## config.mk

```make
export PLATFORM = sky130hd
export DESIGN_NAME = apb_master_arbiter_flat
export DESIGN_NICKNAME = d
export VERILOG_FILES = /design/src/rtl/apb_arb_pkg.sv /design/src/rtl/apb_master_arbiter_if.sv /design/src/rtl/apb_rr_arbiter.sv /design/src/rtl/apb_master_arbiter.sv /design/src/flat_wrapper.sv
export SDC_FILE = /design/constraint.sdc
export NUM_CORES = 1
export LEC_CHECK = 0
export ABC_AREA = 1
export BUFFER_PORTS_ARGS = -buffer_cell sky130_fd_sc_hd__buf_2
export CORE_AREA = 2 2 171 173
export DETAILED_ROUTE_END_ITERATION = 6
export DIE_AREA = 0 0 173 175
export PLACE_DENSITY = 0.54
export SETUP_SLACK_MARGIN = 0.2
export SLEW_MARGIN = 20
export SYNTH_ARGS = -nofsm -noshare
export SYNTH_HDL_FRONTEND = slang
export SYNTH_HIERARCHICAL = 1
export SYNTH_SLANG_ARGS = --single-unit
```

## constraint.sdc

```tcl
create_clock -name clk -period 10.5 [get_ports clk]
set_input_delay 1.05 -clock clk [delete_from_list [all_inputs] [get_ports clk]]
set_output_delay 1.05 -clock clk [all_outputs]
set_load 0.005 [all_outputs]
```

## src/rtl/apb_arb_pkg.sv

```systemverilog
// rtl/apb_arb_pkg.sv - shared widths, FSM state type and captured-request record
// Purpose: common definitions imported by the APB master arbiter files.
// Macros: APB_ADDR_WIDTH (default 32), APB_DATA_WIDTH (default 32).
// Contents: ADDR_W, DATA_W, STRB_W widths; state_t {IDLE, SETUP, ACCESS};
//           req_fields_t {addr, wdata, strb, prot, write}.
`ifndef APB_ADDR_WIDTH
`define APB_ADDR_WIDTH 32
`endif
`ifndef APB_DATA_WIDTH
`define APB_DATA_WIDTH 32
`endif

package apb_arb_pkg;

  localparam int ADDR_W = `APB_ADDR_WIDTH;
  localparam int DATA_W = `APB_DATA_WIDTH;
  localparam int STRB_W = DATA_W / 8;

  typedef enum logic [1:0] {
    IDLE   = 2'd0,
    SETUP  = 2'd1,
    ACCESS = 2'd2
  } state_t;

  typedef struct packed {
    logic [ADDR_W-1:0] addr;
    logic [DATA_W-1:0] wdata;
    logic [STRB_W-1:0] strb;
    logic [2:0]        prot;
    logic              write;
  } req_fields_t;

endpackage

```

## src/rtl/apb_master_arbiter_if.sv

```systemverilog
// rtl/apb_master_arbiter_if.sv - APB bus bundle with master and slave views
// Purpose: groups the APB signals between the arbiter (master) and a completer.
// Signals: psel, penable, pwrite, paddr, pwdata, pstrb, pprot (master drives);
//          prdata, pready, pslverr (slave drives).
interface apb_master_arbiter_if #(
  parameter int ADDR_WIDTH = 32,
  parameter int DATA_WIDTH = 32
);

  logic                    psel;
  logic                    penable;
  logic                    pwrite;
  logic [ADDR_WIDTH-1:0]   paddr;
  logic [DATA_WIDTH-1:0]   pwdata;
  logic [DATA_WIDTH/8-1:0] pstrb;
  logic [2:0]              pprot;
  logic [DATA_WIDTH-1:0]   prdata;
  logic                    pready;
  logic                    pslverr;

  modport master (
    output psel, penable, pwrite, paddr, pwdata, pstrb, pprot,
    input  prdata, pready, pslverr
  );

  modport slave (
    input  psel, penable, pwrite, paddr, pwdata, pstrb, pprot,
    output prdata, pready, pslverr
  );

endinterface

```

## src/rtl/apb_rr_arbiter.sv

```systemverilog
// rtl/apb_rr_arbiter.sv - combinational round-robin pick
// Purpose: selects the first valid requester strictly after ptr, wrapping.
// Ports: valid (in, NUM_REQ), ptr (in, IDX_W) last winner,
//        grant (out, one-hot), index (out, IDX_W), any_valid (out).
module apb_rr_arbiter #(
  parameter int NUM_REQ = 4,
  parameter int IDX_W   = 2
) (
  input  logic [NUM_REQ-1:0] valid,
  input  logic [IDX_W-1:0]   ptr,
  output logic [NUM_REQ-1:0] grant,
  output logic [IDX_W-1:0]   index,
  output logic               any_valid
);

  always_comb begin
    int         cand;
    logic [IDX_W-1:0] cidx;
    logic       found;
    grant = '0;
    index = '0;
    found = 1'b0;
    cand  = 0;
    cidx  = '0;
    // Offsets 1..NUM_REQ: the previous winner is examined last.
    for (int off = 1; off <= NUM_REQ; off++) begin
      cand = (int'(ptr) + off) % NUM_REQ;
      cidx = IDX_W'(cand);
      if (!found && valid[cidx]) begin
        found       = 1'b1;
        grant[cidx] = 1'b1;
        index       = cidx;
      end
    end
  end

  assign any_valid = |valid;

endmodule

```

## src/rtl/apb_master_arbiter.sv

```systemverilog
// rtl/apb_master_arbiter.sv - round-robin sharing of one APB master port
// Purpose: arbitrates NUM_REQ requesters, runs APB SETUP/ACCESS, returns
//          read data and error to the winner as a one-cycle pulse.
// Macro: APB_TIMEOUT_EN enables the ACCESS wait limit (TIMEOUT_CYCLES).
// Ports: clk, rst (async, active-high);
//        req_valid/req_write/req_addr/req_wdata/req_strb/req_prot (in, packed per requester);
//        req_ready (out, one-hot accept), rsp_valid (out, one-hot done),
//        rsp_rdata, rsp_error (out); bus (APB master modport).
module apb_master_arbiter
  import apb_arb_pkg::*;
#(
  parameter int NUM_REQ        = 4,
  parameter int ADDR_WIDTH     = ADDR_W,
  parameter int DATA_WIDTH     = DATA_W,
  parameter int TIMEOUT_CYCLES = 16
) (
  input  logic                              clk,
  input  logic                              rst,
  input  logic [NUM_REQ-1:0]                req_valid,
  input  logic [NUM_REQ-1:0]                req_write,
  input  logic [NUM_REQ*ADDR_WIDTH-1:0]     req_addr,
  input  logic [NUM_REQ*DATA_WIDTH-1:0]     req_wdata,
  input  logic [NUM_REQ*(DATA_WIDTH/8)-1:0] req_strb,
  input  logic [NUM_REQ*3-1:0]              req_prot,
  output logic [NUM_REQ-1:0]                req_ready,
  output logic [NUM_REQ-1:0]                rsp_valid,
  output logic [DATA_WIDTH-1:0]             rsp_rdata,
  output logic                              rsp_error,
  apb_master_arbiter_if.master              bus
);

  localparam int STRB_WIDTH = DATA_WIDTH / 8;
  localparam int IDX_W      = (NUM_REQ > 1) ? $clog2(NUM_REQ) : 1;

  state_t            state_q, state_d;
  req_fields_t       cap_q, cap_d;
  logic [IDX_W-1:0]  gidx_q, ptr_q;
  logic [NUM_REQ-1:0] rsp_valid_q;
  logic [DATA_WIDTH-1:0] rdata_q;
  logic              err_q;

  logic [NUM_REQ-1:0] arb_grant;
  logic [IDX_W-1:0]   arb_idx;
  logic               any_valid;
  logic               grant_en, done, tmo, tmo_hit;

  // Unpacked views of the per-requester fields.
  logic [ADDR_WIDTH-1:0] addr_arr  [NUM_REQ];
  logic [DATA_WIDTH-1:0] wdata_arr [NUM_REQ];
  logic [STRB_WIDTH-1:0] strb_arr  [NUM_REQ];
  logic [2:0]            prot_arr  [NUM_REQ];

  for (genvar g = 0; g < NUM_REQ; g++) begin : g_unpack
    assign addr_arr[g]  = req_addr[g*ADDR_WIDTH +: ADDR_WIDTH];
    assign wdata_arr[g] = req_wdata[g*DATA_WIDTH +: DATA_WIDTH];
    assign strb_arr[g]  = req_strb[g*STRB_WIDTH +: STRB_WIDTH];
    assign prot_arr[g]  = req_prot[g*3 +: 3];
  end

  apb_rr_arbiter #(
    .NUM_REQ (NUM_REQ),
    .IDX_W   (IDX_W)
  ) u_arb (
    .valid     (req_valid),
    .ptr       (ptr_q),
    .grant     (arb_grant),
    .index     (arb_idx),
    .any_valid (any_valid)
  );

  always_comb begin
    cap_d.addr  = ADDR_W'(addr_arr[arb_idx]);
    cap_d.wdata = DATA_W'(wdata_arr[arb_idx]);
    cap_d.strb  = STRB_W'(strb_arr[arb_idx]);
    cap_d.prot  = prot_arr[arb_idx];
    cap_d.write = req_write[arb_idx];
  end

`ifdef APB_TIMEOUT_EN
  localparam int TMO_W = $clog2(TIMEOUT_CYCLES + 1);
  logic [TMO_W-1:0] tmo_cnt_q;

  // Cleared while in SETUP so it starts at zero on the first ACCESS cycle.
  always_ff @(posedge clk or posedge rst) begin
    if (rst) begin
      tmo_cnt_q <= '0;
    end else if (state_q == SETUP) begin
      tmo_cnt_q <= '0;
    end else if (state_q == ACCESS && !bus.pready) begin
      tmo_cnt_q <= tmo_cnt_q + TMO_W'(1);
    end
  end

  // True on the TIMEOUT_CYCLES-th stalled ACCESS cycle.
  assign tmo_hit = (tmo_cnt_q == TMO_W'(TIMEOUT_CYCLES - 1));
`else
  logic unused_tmo;
  assign unused_tmo = (TIMEOUT_CYCLES == 0);
  assign tmo_hit    = 1'b0;
`endif

  always_comb begin
    state_d  = state_q;
    grant_en = 1'b0;
    done     = 1'b0;
    tmo      = 1'b0;
    case (state_q)
      IDLE: begin
        if (any_valid) begin
          grant_en = 1'b1;
          state_d  = SETUP;
        end
      end
      SETUP: state_d = ACCESS;
      ACCESS: begin
        if (bus.pready) begin
          done = 1'b1;
          // Back-to-back: re-arbitrate on the completing cycle.
          if (any_valid) begin
            grant_en = 1'b1;
            state_d  = SETUP;
          end else begin
            state_d = IDLE;
          end
        end else if (tmo_hit) begin
          tmo     = 1'b1;
          state_d = IDLE;
        end
      end
      default: state_d = IDLE;
    endcase
  end

  always_ff @(posedge clk or posedge rst) begin
    if (rst) begin
      state_q     <= IDLE;
      cap_q       <= '0;
      gidx_q      <= '0;
      ptr_q       <= IDX_W'(NUM_REQ - 1);
      rsp_valid_q <= '0;
      rdata_q     <= '0;
      err_q       <= 1'b0;
    end else begin
      state_q     <= state_d;
      rsp_valid_q <= '0;
      rdata_q     <= '0;
      err_q       <= 1'b0;
      if (grant_en) begin
        cap_q  <= cap_d;
        gidx_q <= arb_idx;
        ptr_q  <= arb_idx;
      end
      if (done) begin
        rsp_valid_q <= NUM_REQ'(1) << gidx_q;
        rdata_q     <= cap_q.write ? '0 : bus.prdata;
        err_q       <= bus.pslverr;
      end else if (tmo) begin
        rsp_valid_q <= NUM_REQ'(1) << gidx_q;
        err_q       <= 1'b1;
      end
    end
  end

  // IDLE is combinationally transparent to req_valid, so gate the accept
  // pulse while reset is asserted.
  assign req_ready = (grant_en && !rst) ? arb_grant : '0;
  assign rsp_valid = rsp_valid_q;
  assign rsp_rdata = rdata_q;
  assign rsp_error = err_q;

  assign bus.psel    = (state_q != IDLE);
  assign bus.penable = (state_q == ACCESS);
  assign bus.pwrite  = cap_q.write;
  assign bus.paddr   = ADDR_WIDTH'(cap_q.addr);
  assign bus.pwdata  = DATA_WIDTH'(cap_q.wdata);
  assign bus.pstrb   = STRB_WIDTH'(cap_q.strb);
  assign bus.pprot   = cap_q.prot;

endmodule

```

## src/flat_wrapper.sv

```systemverilog
// flat-port wrapper written by rule: the top's interface ports become plain ports
module apb_master_arbiter_flat import apb_arb_pkg::*;
#(
  parameter int NUM_REQ        = 4,
  parameter int ADDR_WIDTH     = ADDR_W,
  parameter int DATA_WIDTH     = DATA_W,
  parameter int TIMEOUT_CYCLES = 16
)
  (clk, rst, req_valid, req_write, req_addr, req_wdata, req_strb, req_prot, req_ready, rsp_valid, rsp_rdata, rsp_error, bus_psel, bus_penable, bus_pwrite, bus_paddr, bus_pwdata, bus_pstrb, bus_pprot, bus_prdata, bus_pready, bus_pslverr);
  apb_master_arbiter_if #(.ADDR_WIDTH(ADDR_WIDTH), .DATA_WIDTH(DATA_WIDTH)) bus_i ();
  input  logic clk;
  input  logic rst;
  input  logic [NUM_REQ-1:0] req_valid;
  input  logic [NUM_REQ-1:0] req_write;
  input  logic [NUM_REQ*ADDR_WIDTH-1:0] req_addr;
  input  logic [NUM_REQ*DATA_WIDTH-1:0] req_wdata;
  input  logic [NUM_REQ*(DATA_WIDTH/8)-1:0] req_strb;
  input  logic [NUM_REQ*3-1:0] req_prot;
  output logic [NUM_REQ-1:0] req_ready;
  output logic [NUM_REQ-1:0] rsp_valid;
  output logic [DATA_WIDTH-1:0] rsp_rdata;
  output logic rsp_error;
  output wire logic [$bits(bus_i.psel)-1:0] bus_psel;
  output wire logic [$bits(bus_i.penable)-1:0] bus_penable;
  output wire logic [$bits(bus_i.pwrite)-1:0] bus_pwrite;
  output wire logic [$bits(bus_i.paddr)-1:0] bus_paddr;
  output wire logic [$bits(bus_i.pwdata)-1:0] bus_pwdata;
  output wire logic [$bits(bus_i.pstrb)-1:0] bus_pstrb;
  output wire logic [$bits(bus_i.pprot)-1:0] bus_pprot;
  input wire logic [$bits(bus_i.prdata)-1:0] bus_prdata;
  input wire logic [$bits(bus_i.pready)-1:0] bus_pready;
  input wire logic [$bits(bus_i.pslverr)-1:0] bus_pslverr;
  assign bus_psel = bus_i.psel;
  assign bus_penable = bus_i.penable;
  assign bus_pwrite = bus_i.pwrite;
  assign bus_paddr = bus_i.paddr;
  assign bus_pwdata = bus_i.pwdata;
  assign bus_pstrb = bus_i.pstrb;
  assign bus_pprot = bus_i.pprot;
  assign bus_i.prdata = bus_prdata;
  assign bus_i.pready = bus_pready;
  assign bus_i.pslverr = bus_pslverr;
  apb_master_arbiter #(.NUM_REQ(NUM_REQ), .ADDR_WIDTH(ADDR_WIDTH), .DATA_WIDTH(DATA_WIDTH), .TIMEOUT_CYCLES(TIMEOUT_CYCLES)) u_core (.clk(clk), .rst(rst), .req_valid(req_valid), .req_write(req_write), .req_addr(req_addr), .req_wdata(req_wdata), .req_strb(req_strb), .req_prot(req_prot), .req_ready(req_ready), .rsp_valid(rsp_valid), .rsp_rdata(rsp_rdata), .rsp_error(rsp_error), .bus(bus_i));
endmodule
```

; ---- Yosys cells after proc, flatten, opt, wreduce, memory -nomap -nowiden
; Index checks and enable logic that the tools add are counted.
[classes]
n_addsub = 4
n_lt_le_gt_ge = 10
eq_ne = 4
shifts = 1
n_mux = 55
n_bitwise = 4
reduce_logical = 16
[ops]
columns = operator, count
row1 = 2-to-1 mux 32 bit, 6
row2 = binary-select mux 32 bit (select 2 bit), 2
row3 = 2-to-1 mux 4 bit, 8
row4 = 2-to-1 mux 1 bit, 18
row5 = < comparator 2 x 3 -> 1 bit (second input constant), 5
row6 = 2-to-1 mux 2 bit, 6
row7 = OR 4 bit, 3
row8 = binary-select mux 1 bit (select 2 bit), 5
row9 = binary-select mux 4 bit (select 2 bit), 1
row10 = demux 1 bit (select 2 bit), 4
row11 = >= comparator 2 x 1 -> 1 bit (second input constant), 4
row12 = logical AND 1 bit, 8
row13 = binary-select mux 3 bit (select 2 bit), 1
row14 = 2-to-1 mux 3 bit, 2
row15 = one-hot mux 2 bit (3 select lines), 1
row16 = adder 2 x 1 -> 2 bit (second input constant), 2
row17 = adder 2 bit (second input constant), 2
row18 = zero test 1 bit, 4
row19 = inequality test 2 x 1 -> 1 bit (second input constant), 2
row20 = OR reduction 4 bit, 1
row21 = << shifter 1 x 2 -> 4 bit (first input constant), 1
row22 = >= comparator 3 bit (second input constant), 1
row23 = inverter 2 -> 3 bit, 1
row24 = == test 2 x 1 -> 1 bit (second input constant), 1
row25 = 5 further kinds, 5
[totals]
register_bits = 115
input_bits = 328
out_inout_bits = 115
wordCells = 105

; ---- Longest topological paths before layout
; Gate-level depths: netlist of the first run.
[logic_depth]
word_depth = 17
ltp_mapped = 19
ltp_nobuf = 15

; ---- Modules after synthesis
; The synthesis of the first run kept the hierarchy.
[by_module_without_submodules]
columns = mod, instances, cells_per_inst, area_each_um2, seq_area_each_um2
row1 = apb_master_arbiter, 1, 1295, 7701.1, 2880.3
row2 = apb_rr_arbiter, 1, 86, 528.0, 0.0

; ---- Worst setup path before layout of the first run
; No wires, ideal clock.
[synth_timing]
path_type = input-to-output
start = input port rst
end = output port req_ready[0]
arrival_ns = 4.042
required_ns = 9.450
path_slack_ns = 5.408
cell_stages = 3
path_buffers = 0
cell_sequence = inv_1 nand2_1 nor2_1
[synth_between]
elab_chain_cells = 3
[synth_lines]
columns = item, line
row1 = from (decl), flat_wrapper.sv:12  ; input logic rst;
row2 = zero test 1 bit (no line), --
row3 = logical AND 1 bit, apb_master_arbiter.sv:166  ; assign req_ready = (grant_en && !rst) ? arb_grant : '0;
row4 = 2-to-1 mux 4 bit, apb_master_arbiter.sv:166
row5 = to (decl), flat_wrapper.sv:19  ; output logic [NUM_REQ-1:0] req_ready;
; No other way between the ends.

; ---- Final worst setup path of the first run
[layout_timing]
start = register u_core.ptr_q[0]
end = register u_core.cap_q, in the netlist u_core/bus.pwdata[0]
[layout_between]
elab_chain_cells = 17
word_cells_on_any_way = 29
classes_between = add/sub (4) / mux (18) / bitwise (1) / reduce/logical (6)
[layout_lines]
columns = item, line
row1 = from (decl), apb_master_arbiter.sv:37  ; logic [IDX_W-1:0] gidx_q, ptr_q;
row2 = from (signal assigned), apb_master_arbiter.sv:139  ; ptr_q <= IDX_W'(NUM_REQ - 1);
row3 = from (signal assigned), apb_master_arbiter.sv:151  ; ptr_q <= arb_idx;
row4 = adder 2 x 1 -> 2 bit, apb_rr_arbiter.sv:27  ; cand = (int'(ptr) + off) % NUM_REQ;
row5 = binary-select mux 1 bit (select 2 bit), apb_rr_arbiter.sv:29  ; if (!found && valid[cidx]) begin
row6 = 2-to-1 mux 1 bit (implied by the code), apb_rr_arbiter.sv:29
row7 = 2-to-1 mux 1 bit, apb_rr_arbiter.sv:29
row8 = zero test 1 bit, apb_rr_arbiter.sv:29
row9 = logical AND 1 bit, apb_rr_arbiter.sv:29
row10 = 2-to-1 mux 1 bit, apb_rr_arbiter.sv:29
row11 = zero test 1 bit, apb_rr_arbiter.sv:29
row12 = logical AND 1 bit, apb_rr_arbiter.sv:29
row13 = 2-to-1 mux 1 bit, apb_rr_arbiter.sv:29
row14 = zero test 1 bit, apb_rr_arbiter.sv:29
row15 = logical AND 1 bit, apb_rr_arbiter.sv:29
row16 = 2-to-1 mux 2 bit *, apb_rr_arbiter.sv:29
row17 = via u_core.arb_idx[0], apb_master_arbiter.sv:43  ; logic [IDX_W-1:0] arb_idx;
row18 = inverter 2 -> 3 bit (implied by the code) *, apb_master_arbiter.sv:73  ; cap_d.wdata = DATA_W'(wdata_arr[arb_idx]);
row19 = binary-select mux 32 bit (select 2 bit) *, apb_master_arbiter.sv:73
row20 = 2-to-1 mux 32 bit (implied by the code) * (2 in series), apb_master_arbiter.sv:73
row21 = to (signal assigned), apb_master_arbiter.sv:149  ; cap_q <= cap_d;
row22 = to (decl), apb_master_arbiter.sv:36  ; req_fields_t cap_q, cap_d;
; Mark *: on every way through the listed nets, which the timed path passes. The rest lies on a longest branch. The select of a mux whose other input is x is not followed.
; A chain may end at the register's enable or synchronous reset.

==> results of run 1 <==
==> power breakdown <==
group,internal (mW),leakage (nW),switching (mW)
logic,0.895,5.88,1.86
registers,0.630,1.47,0.101
clock network,0.336,0.282,0.243
==> metrics by stage <==
step           area, µm²  hold slack (ns)  setup WS (ns)
2_1_floorplan       8230            0.452           5.41
3_3_place_gp       10600            0.457           6.63
3_5_place_dp       10600            0.460           6.60
4_1_cts            11200            0.476           6.64
5_1_grt            11200            0.494           6.25
6_report           11200            0.469           6.61
==> per-layer routing <==
layer / up-vias / routed length, µm / GRT usage (%) / part of all wire (%)
met5: - / 11 / 0 / 0.038
met4: 2 / 950 / 7.31 / 3.3
met3: 52 / 1810 / 4.50 / 6.3
met2: 349 / 13900 / 31.6 / 48
met1: 3983 / 12100 / 22.2 / 42
li1: 4750 / - / - / -
==> final timing paths <==
path / slack, ns / cells after the start / endpoint / startpoint
setup / recovery: 6.61 / 15 / u_core/bus.pwdata[0] / u_core/ptr_q[0]
min in group asynchronous: 0.76 / 2 / u_core/rsp_rdata[26] / rst
setup reg to reg: 6.61 / 15 / u_core/bus.pwdata[0] / u_core/ptr_q[0]
hold reg to reg: 0.47 / 2 / u_core/bus.paddr[20] / u_core/bus.paddr[20]
hold / removal: 0.47 / 2 / u_core/bus.paddr[20] / u_core/bus.paddr[20]
max in group asynchronous: 8.39 / 3 / u_core/bus.paddr[14] / rst
==> cell families (layout without fill, tap and decap cells) <==
group	Yosys count	after routing	synth area share, %
and+or+nand+nor	828	828	42.5
adders and majority gates	8	8	1.22
AOI/OAI and AO/OA	16	16	1.09
DFF	115	115	35.0
buffers and inverters	414	826	20.1
==> flip-flops by register name, indices dropped and copies added (netlist names) <==
register           cells
u_core/bus.paddr      32
u_core/state_q         2
u_core/bus.pstrb       4
u_core/rsp_error       1
u_core/rsp_rdata      32
u_core/ptr_q           2
u_core/rsp_valid       4
u_core/bus.pwrite      1
u_core/bus.pprot       3
u_core/gidx_q          2
u_core/bus.pwdata     32
==> layout make-up <==
cell class                 instances  area [µm²]  share of cell area (%)
multi-input combinational        852        3720                    33.1
sequential                       115        2880                    25.6
timing repair buffer             449        2260                    20.2
inverter                         345        1310                    11.6
tap                              384         480                    4.28
clock buffer                      17         425                    3.79
clock inverter                    15         158                    1.40
==> worst max-delay path, stage by stage (launching register included) <==
cell and delay [ns]:
dfstp_2 0.73, inv_6 0.11, ha_1 0.37, inv_1 0.17, nand2_4 0.10, nand2_4 0.12
o21ai_1 0.07, nor2_1 0.19, nor2_4 0.13, inv_4 0.49, buf_4 0.76, nand2_1 0.11
nand3_1 0.17, nand2_1 0.07, nand2_1 0.06, nand2_1 0.06
==> synthesized netlist by cell type (all sizes together) <==
library cell	n	share of area, %
nand2	608	28
inv	345	16
nand3	169	10
dfrtp	113	34
buf	48	3.4
nor2	45	3.5
clkbuf	21	0.96
ha	8	1.2
o21ai	7	0.43
a21oi	5	0.30
a21boi	4	0.36
nor3	4	0.24
dfstp	2	0.64
nand4	1	0.076
or2	1	0.076
==> flow_metrics.tcl, run 1 <==
set metrics [dict create \
    status "complete, no violations" \
    drt_iter0_drc 518 \
    grt-ovfl-total 0 \
    stdcell_count 2177 \
    clock.fmax_mhz 257 \
    synth.avg_cell_area_um2 5.96 \
    post_cts_resized 0 \
    cp_max_fo 83 \
    crit_required_ns 10.80 \
    arrival_ns 4.19 \
    fin_skew_ns 0.0166 \
    ios 443 \
    nNetsFinal 2116 \
    end_kind "flop" \
    cts_made_buffers 17 \
    drt_first_pass_iters 4 \
    p_leak_nw 7.63 \
    first_global_vias 8611 \
    htree_levels 4 \
    ys.warnings.count 6 \
    final_common_cell "nand2_1" \
    syn2layout_area_growth_pct 36.5 \
    clock_latency_ns 0.42 \
    tightest_slew_ns 1.03 \
    postRouteAntennaNets 0 \
    grt_max_degree 84 \
    num_rows 62 \
    hold_viol_final 0 \
    drive_above_1_share_pct 29.8 \
    hold_path_class "flop to flop" \
    wl_per_cell_um 13.2 \
    utilization_pct 39.6 \
    crit_type "flop to flop" \
    clock-sinks 115 \
    synth_seq_cells 115 \
    report.final.slew_viol_count 0 \
    hold_buffers 0 \
    worstSetupStartpointType "flop" \
    clock_path_buffers 2 \
    port_buffers 442 \
    cts_tree "yes" \
    viasPerCell 4.20 \
    synth_area_um2 8230 \
    route.detailed.drc 0 \
    setup_violations 0 \
    die_y_um 175 \
    syn_nets 1717 \
    hpwl_mm 21.3 \
    synth.distinct_cells 29 \
    coreArea_um2 28400 \
    diodes 0 \
    min_period_over_period_pct 37.1 \
    cts.reportedPaths.clkPinSlew_ns 0.06 \
    grt_pass1_wl_mm 44.3 \
    setup_tns_ns 0 \
    start_util_pct 29.0 \
    gp_congestion 0.905 \
    yosysSeqAreaShare_pct 35.0 \
    root_buffer "clkbuf_16" \
    rsz0062_at_grt "no" \
    postCtsSetupBuffers 0 \
    dp.cells 2145 \
    num_vias 9136 \
    die_area_um2 30300 \
    drt_wl_total_mm 28.8 \
    fillers 3179 \
    vdd_ir_drop_max_v 0.000272 \
    min_period_ns 3.89 \
    syn_inst 1381 \
    gr-usage-all-layers_pct 18.4 \
    power.density_nw_per_um2 362 \
    cap_violations 0 \
    layout_common_cells "nand2_1 (601), buf_2 (442), inv_1 (338)" \
    antenna_found_initial 1 \
    finalPower_mw 4.06 \
    maxSlewHeadroom_pct 31.6 \
    die_w_um 173 \
]
No activity file was read; power rests on OpenSTA's default activity.
==> run 2, diff against run 1 <==
--- a/config.mk
+++ b/config.mk
@@ -5,12 +5,12 @@
 export SDC_FILE = /design/constraint.sdc
 export NUM_CORES = 1
 export LEC_CHECK = 0
-export ABC_AREA = 1
+export ABC_AREA = 0
 export BUFFER_PORTS_ARGS = -buffer_cell sky130_fd_sc_hd__buf_2
-export CORE_AREA = 2 2 171 173
+export CORE_AREA = 2 2 174 176
 export DETAILED_ROUTE_END_ITERATION = 6
-export DIE_AREA = 0 0 173 175
-export PLACE_DENSITY = 0.54
+export DIE_AREA = 0 0 176 178
+export PLACE_DENSITY = 0.46
 export SETUP_SLACK_MARGIN = 0.2
 export SLEW_MARGIN = 20
 export SYNTH_ARGS = -nofsm -noshare
==> constraint.sdc (replaced) <==
create_clock -name clk -period 3.95 [get_ports clk]
set_input_delay 0.395 -clock clk [delete_from_list [all_inputs] [get_ports clk]]
set_output_delay 0.395 -clock clk [all_outputs]
set_load 0.005 [all_outputs]
==> flow_metrics.tcl, run 2 <==
set metrics [dict create \
    status "complete, no violations" \
    crit_type "flop to flop" \
    layout_common_cells "buf_2 (442), dfrtp_1 (113), mux2_2 (77)" \
    final_common_cell "buf_2" \
    cts_tree "yes" \
    synth_top_family_by_area "multiplexers" \
    yosysSeqAreaShare_pct 45.0 \
    die_area_um2 31300 \
    postCtsSetupBuffers 0 \
    arrival_ns 3.81 \
    drt_iter0_drc 211 \
    worst-r2r-cell-count 7 \
    fin_area_um2 9610 \
    crit_chain "inv_1 > ha_1 > a221oi_1 > nor2_4 > buf_12 > mux4_2 > mux2_2" \
    rsz0062_at_grt "no" \
    min_period_ns 3.51 \
    crit_required_ns 4.25 \
    setup_violations 0 \
    end_kind "flop" \
    htree_levels 4 \
    hold_viol_final 0 \
    drt_first_pass_iters 4 \
    first_global_vias 5656 \
    clock_path_buffers 2 \
    cp-endpoint "u_core/bus.paddr[6]" \
    reg2reg_from "u_core/ptr_q[1]" \
    hold_path_class "input port to flop" \
    synthTopCellsByCount "dfrtp_1 (113), mux2_2 (77), mux4_2 (74), and2_1 (33), buf_2 (17)" \
    gr-usage-all-layers_pct 13.8 \
    synth.distinct_cells 39 \
    start_util_pct 21.7 \
    synth.avg_cell_area_um2 15.5 \
    yosys_most_used_dff "dfrtp_1" \
    fin_skew_ns 0.00997 \
    yosysTopAreaCellShare_pct 44.2 \
    synth_area_um2 6390 \
    cp_max_fo 43 \
    critPathSlowestCell "nor2_4" \
    cts.reportedPaths.clkPinSlew_ns 0.07 \
    clock.fmax_mhz 285 \
    cp_num_buf_inv 2 \
    clock_latency_ns 0.41 \
    slowest_delay_ns 0.80 \
    worstSetupStartpointType "flop" \
    root_buffer "clkbuf_16" \
    finalPower_mw 7.36 \
    ys_top_cells_by_area "dfrtp_1 (44%), mux4_2 (26%), mux2_2 (14%)" \
    die_y_um 178 \
    post_cts_resized 0 \
    postRouteAntennaNets 0 \
    grt_pass1_wl_mm 32.7 \
    placed_area_um2 9020 \
    r2r-end "u_core/bus.paddr[6]" \
    synth.most_common_cell "dfrtp_1" \
    synthMuxAreaShare_pct 39.9 \
    cap_violations 0 \
    hold_depth 2 \
    nNetsFinal 1183 \
    drt_wl_total_mm 22.2 \
    port_buffers 442 \
    crit_start "u_core/ptr_q[1]" \
    gp_congestion 0.759 \
    synth_simple_gate_area_share_pct 7.06 \
    drive_above_1_share_pct 74.7 \
    report.final.slew_viol_count 0 \
    maxSlewHeadroom_pct 33.4 \
    hold_buffers 1 \
    clock-sinks 115 \
    cp.depth 7 \
    synth_top_area_cell "dfrtp_1" \
    cpLargestDelayFamily "simple AND/OR/NAND/NOR gates" \
    syn_nets 749 \
    grt_max_degree 107 \
    setup_tns_ns 0 \
    viasPerCell 4.32 \
    worstHoldStart "bus_prdata[18]" \
    async_flop_share_pct 100 \
    ys.warnings.count 6 \
    hpwl_mm 16.9 \
    min_period_over_period_pct 88.9 \
    utilization_pct 32.7 \
    num_rows 63 \
    vdd_ir_drop_max_v 0.000308 \
    ios 443 \
    power.density_nw_per_um2 766 \
    synth_xor_area_share_pct 0 \
    die_w_um 176 \
    num_vias 5406 \
    synth_adder_area_share_pct 1.57 \
    tightest_slew_ns 0.997 \
    wl_per_cell_um 17.7 \
    hold_ws_ns 0.183 \
    syn_inst 413 \
    synth_seq_cells 115 \
    synth_edf_count 0 \
    antenna_found_initial 2 \
    p_leak_nw 4.66 \
    r2r_slack_ns 0.44 \
    fillers 3032 \
    grt-ovfl-total 0 \
    route.detailed.drc 0 \
    cts_made_buffers 17 \
    syn2layout_area_growth_pct 50.3 \
    synth_compound_area_share_pct 2.78 \
    coreArea_um2 29400 \
]
==> run 2: logic make-up after synthesis <==
kind of cell             Yosys count
AO/OA/AOI/OAI                     22
adder cells (fa/ha/maj)            8
buffers and inverters             38
flip-flops                       115
multiplexers                     153
AND/OR/NAND/NOR                   77
==> run 2: area by class of cell <==
type	count	area, µm²	area share, %
antenna	2	5.00	0.0521
clock buffer	17	425	4.43
clock inverter	15	150	1.56
inverter	4	17.5	0.182
multi-input combinational	260	3310	34.5
sequential	115	2880	30.0
tap	390	488	5.08
timing repair buffer	449	2330	24.2
==> run 2: layer usage <==
layer | GRT usage, % | wire (µm) | vias up
met1 | 16.0 | 8710 | 2691
li1 | - | - | 2470
met4 | 4.03 | 310 | 0
met2 | 24.8 | 11600 | 229
met5 | 0 | 0 | -
met3 | 3.86 | 1550 | 16
==> run 2: worst min-delay path by stage <==
| stage | endpoint |
|---|---|
| floorplan | u_core/rsp_valid[2] |
| CTS | u_core/rsp_rdata[15] |
| global route | u_core/rsp_rdata[25] |
| finish | u_core/rsp_rdata[18] |
| detailed placement | u_core/bus.pwdata[27] |
| global placement | u_core/bus.pwdata[30] |
==> run 2: power breakdown <==
group	internal (mW)	switching [mW]
sequential	1.66	0.250
combinational	2.25	1.66
clock	0.884	0.651
total	4.80	2.57
==> run 2: worst reg2reg max path: cells and delay by family, from the launching register on <==
| kind | cells | cell delay, ns |
|---|---|---|
| AOI/OAI and AO/OA | 1 | 0.15 |
| adders and majority gates | 1 | 0.56 |
| buffers and inverters | 2 | 0.54 |
| DFF | 1 | 0.65 |
| muxes | 2 | 0.70 |
| and+or+nand+nor | 1 | 0.80 |
==> run 2: through the flow <==
stage,worst slack (ns),cells
finish,0.440,1252
detailed placement,0.455,1217
CTS,0.444,1250
floorplan,0.300,413
global route,0.239,1252
global placement,0.529,1217
